==> src/rtl/pc_unit_stack.sv <==
// Program counter with increment, jump, relative branch, call/return via an internal
// return-address stack, and stall. All state updates on the falling clock edge.
module pc_unit_stack #(
  parameter int              PC_W        = 16,
  parameter int              OFF_W       = 8,
  parameter int              STACK_DEPTH = 8,
  parameter logic [PC_W-1:0] RESET_VEC   = '0,
  localparam int             SP_W        = $clog2(STACK_DEPTH + 1),
  localparam int             AW          = $clog2(STACK_DEPTH)
) (
  input  logic             clk,
  input  logic             rst,
  input  logic             stall,
  input  logic             jmp_en,
  input  logic [PC_W-1:0]  jmp_addr,
  input  logic             br_en,
  input  logic [OFF_W-1:0] br_off,
  input  logic             call_en,
  input  logic             ret_en,
  output logic [PC_W-1:0]  pc,
  output logic [SP_W-1:0]  sp,
  output logic             stk_full,
  output logic             stk_empty,
  output logic             stk_ovf,
  output logic             stk_unf
);

  logic [PC_W-1:0] pc_q, pc_d;
  logic [SP_W-1:0] sp_q, sp_d;
  logic            ovf_q, ovf_d, unf_q, unf_d;
  logic [PC_W-1:0] stk_q [STACK_DEPTH];

  logic [PC_W-1:0] pc_inc;
  logic [PC_W-1:0] br_tgt;
  logic [SP_W-1:0] sp_m1;
  logic [AW-1:0]   wr_idx, rd_idx;
  logic            push;
  logic            full, empty;

  assign pc_inc = pc_q + PC_W'(1);
  assign br_tgt = pc_q + PC_W'($signed(br_off));
  assign sp_m1  = sp_q - SP_W'(1);
  // Both indices are in range whenever they are used: push only when not full, pop only when not empty.
  assign wr_idx = sp_q[AW-1:0];
  assign rd_idx = sp_m1[AW-1:0];
  assign full   = (sp_q == SP_W'(STACK_DEPTH));
  assign empty  = (sp_q == '0);

  always_comb begin
    pc_d  = pc_q;
    sp_d  = sp_q;
    ovf_d = ovf_q;
    unf_d = unf_q;
    push  = 1'b0;
    if (stall) begin
      pc_d = pc_q;
    end else if (ret_en) begin
      if (empty) begin
        pc_d  = pc_inc;
        unf_d = 1'b1;
      end else begin
        pc_d = stk_q[rd_idx];
        sp_d = sp_m1;
      end
    end else if (call_en) begin
      pc_d = jmp_addr;
      if (full) begin
        ovf_d = 1'b1;
      end else begin
        push = 1'b1;
        sp_d = sp_q + SP_W'(1);
      end
    end else if (jmp_en) begin
      pc_d = jmp_addr;
    end else if (br_en) begin
      pc_d = br_tgt;
    end else begin
      pc_d = pc_inc;
    end
  end

  always_ff @(negedge clk) begin
    if (rst) begin
      pc_q  <= RESET_VEC;
      sp_q  <= '0;
      ovf_q <= 1'b0;
      unf_q <= 1'b0;
    end else begin
      pc_q  <= pc_d;
      sp_q  <= sp_d;
      ovf_q <= ovf_d;
      unf_q <= unf_d;
    end
  end

  // Stack storage carries no reset; reset only has to suppress a push in flight.
  always_ff @(negedge clk) begin
    if (push && !rst) stk_q[wr_idx] <= pc_inc;
  end

  assign pc        = pc_q;
  assign sp        = sp_q;
  assign stk_full  = full;
  assign stk_empty = empty;
  assign stk_ovf   = ovf_q;
  assign stk_unf   = unf_q;

endmodule
==> config.mk <==
export PLATFORM = sky130hd
export DESIGN_NAME = pc_unit_stack
export DESIGN_NICKNAME = d
export VERILOG_FILES = /design/src/rtl/pc_unit_stack.sv
export SDC_FILE = /design/constraint.sdc
export NUM_CORES = 1
export LEC_CHECK = 0
export CAP_MARGIN = 20
export CORE_UTILIZATION = 53
export DETAILED_ROUTE_END_ITERATION = 12
export GPL_ROUTABILITY_DRIVEN = 1
export PLACE_DENSITY_LB_ADDON = 0.05
export SLEW_MARGIN = 5
export SYNTH_ARGS = -nofsm -noshare
export SYNTH_HDL_FRONTEND = slang
export SYNTH_SLANG_ARGS = --single-unit
==> constraint.sdc <==
create_clock -name clk -period 3.16 [get_ports clk]
set_input_delay 0.632 -clock clk [delete_from_list [all_inputs] [get_ports clk]]
set_output_delay 0.632 -clock clk [all_outputs]
set_load 0.01 [all_outputs]
==> results <==
-- worst reg2reg max path, stage by stage, from the launching register on --
cell and delay, ns:
dfxtp_2 0.34, buf_4 0.18, and4_1 0.42, nand2_1 0.21, or4_4 0.47, xnor2_1 0.62
o21ai_0 0.25, o221ai_2 0.21
-- power by group --
part	switching, mW	internal (mW)
sequential	0.0300	2.25
combinational	0.928	0.809
clock	1.53	1.40
-- repair_timing --
| item | CTS | global route |
|---|---|---|
| setup endpoints to repair | 173 | 82 |
| cloned | 0 | 2 |
| pin swaps | 46 | 27 |
| resized for setup | 233 | 41 |
| setup buffers | 14 | 7 |
-- cells in the final DEF (no fill, tap or decap), types with 13 or more instances in the layout --
master / count
a21oi_1: 18
buf_12: 15
buf_2: 16
buf_4: 98
buf_6: 32
clkbuf_16: 19
clkdlybuf4s50_1: 16
dfxtp_2: 17
edfxtp_1: 128
inv_1: 164
mux2i_1: 14
mux4_2: 32
nand2_1: 34
nor2_1: 32
o21ai_0: 18
xnor2_1: 13
-- stage by stage --
step / power, mW / TNS [ns] / util [%] / cell area [sq um] / hold WS (ns)
detailed placement: 4.11 / -143.72 / 67.1 / 9280 / 0.468
global placement: 4.08 / -141.46 / 67.1 / 9280 / 0.457
finish: 6.95 / -8.67 / 80.3 / 11100 / 0.455
CTS: 6.89 / -7.18 / 78.4 / 10800 / 0.471
global route: 7.31 / -11.65 / 80.3 / 11100 / 0.486
floorplan: 3.54 / -60.68 / - / 7720 / 0.504
-- state kept, by name (all words and copies together), names as in the netlist --
signal,count
stk_unf,1
sp,4
stk_q,128
stk_ovf,1
pc,16
-- routing by layer --
layer  up-vias  part of all wire (%)
li1       2900                     -
met1      3147                    40
met2       297                    52
met3        54                   6.3
met4         0                   2.4
met5         -                     0
-- final cells by class --
cell class	instances	area (sq um)
Multi-Input combinational cell	372	3520
Inverter	19	81.3
Fill cell	817	2730
Clock inverter	165	758
Tap cell	180	225
Sequential cell	150	4310
Timing Repair Buffer	188	1780
Clock buffer	17	425
-- final timing paths --
path         cells after the start     from  slack, ns   endpoint
max                              5    sp[1]      -0.60  stk_empty
min                              2  stk_unf       0.45    stk_unf
max reg2reg                      7    pc[2]       0.38     pc[14]
min reg2reg                      2  stk_unf       0.45    stk_unf
-- kinds of logic (layout without fill, tap and decap cells) --
logic type / Yosys count / count (layout) / share of synthesized area, %
simple gates: 160 / 160 / 11.2
flops: 150 / 150 / 57.3
compound gates: 124 / 124 / 10.9
buf+inv: 50 / 389 / 3.06
mux: 48 / 48 / 11.8
xor+xnor: 21 / 21 / 2.46
fa+ha+maj: 19 / 19 / 3.28
==> impl_metrics.env <==
export IMPL_status="finished, violations left"
export IMPL_violations="negative setup slack"
export IMPL_critPathKind="flop to output pin"
export IMPL_routed_wl_um=23400
export IMPL_synthArstFlopShare_pct=0
export IMPL_hold_path_class="flop to flop"
export IMPL_die_h_um=121
export IMPL_path_clk_slew_ns=0.04
export IMPL_start_util_pct=54.1
export IMPL_grt_overflow=0
export IMPL_rows=43
export IMPL_viasPerCell=5.86
export IMPL_drt_iter0_drc=554
export IMPL_synth_common_cells="edfxtp_1, nor2_1, nand2_1"
export IMPL_yosys_warnings=0
export IMPL_grt_max_degree=37
export IMPL_layout_nets=948
export IMPL_synth_edf_count=128
export IMPL_yosys_area_top_type="edfxtp_1"
export IMPL_p_per_area_mw_per_mm2=626
export IMPL_io_pins=55
export IMPL_cp_data_required_time_ns=2.53
export IMPL_fin_ws_ns=-0.598
export IMPL_die_area_sq_mm=0.0146
export IMPL_skew_ns=0.0396
export IMPL_end_kind="output pin"
export IMPL_grt_pass1_vias=6792
export IMPL_seq_area_frac_synth_pct=57.3
export IMPL_rsz0062_at_grt="true"
export IMPL_power_leakage_nw=4.66
export IMPL_vias=6398
export IMPL_syn_avg_cell_area_sq_um=13.1
export IMPL_grt_busiest_layer="met2"
export IMPL_grt_use_total_pct=32.1
export IMPL_drive_gt1_share_pct=37.3
export IMPL_post_place_ws_ns=-1.59
export IMPL_dp_cells=888
export IMPL_max_cap_violations=0
export IMPL_ys_seq_elements=150
export IMPL_cp_slowest_cell="or3b_4"
export IMPL_gp_congestion=0.900
export IMPL_wl_per_cell_um=21.4
export IMPL_htreeDepth=4
export IMPL_arrival_ns=3.13
export IMPL_cp_max_fo=2
export IMPL_yosysTopAreaCellShare_pct=51.4
export IMPL_insertion_delay_ns=0.49
export IMPL_core_sq_mm=0.0138
export IMPL_final_cell_count_no_fill=1091
export IMPL_grt_pass1_wl_um=34000
export IMPL_cts_hold_buf=0
export IMPL_place_hpwl_um=14300
export IMPL_antenna_found_initial=0
export IMPL_port_buffers=54
export IMPL_grt_use_met1_pct=38.2
export IMPL_ant_nets=0
export IMPL_cts_sinks=150
export IMPL_hold_violations=0
export IMPL_drtPass1Iterations=5
export IMPL_die_w_um=121
export IMPL_drc=0
export IMPL_critical_path_top_delay_family="simple AND/OR/NAND/NOR gates"
export IMPL_drv_slew=0
export IMPL_worstSetupStartpointType="flop"
export IMPL_crit_buf_inv=3
export IMPL_setup_viol=72
export IMPL_netlist_area_sq_mm=0.00748
export IMPL_clockRootBuffer="clkbuf_16"
export IMPL_cts_tree="done"
export IMPL_use_met3_pct=9.20
export IMPL_crit_chain="inv_2 > ha_4 > or3b_4 > inv_4 > buf_6"
export IMPL_critPathMaxStageDelay_ns=0.39
export IMPL_synth_cells=572
export IMPL_synthFlopType="edfxtp_1"
export IMPL_cts_max_path_buffers=2
export IMPL_ir_worst_vdd_mv=0.580
export IMPL_cts_buffers=17
export IMPL_synth_most_common_cell="edfxtp_1"
export IMPL_slew_headroom_pct=38.8
export IMPL_netlist_top_cells_area="edfxtp_1, mux4_2, dfxtp_1, ha_1, nor2_1"
export IMPL_tightest_slew_ns=0.911
export IMPL_antennaDiodeCount=0
export IMPL_grt_util_met2_pct=52.3
export IMPL_synth_distinct_cells=67
export IMPL_syn_nets=622
export IMPL_syn2layout_area_growth_pct=48.4
Note: power is estimated with default switching activity, not from simulation.
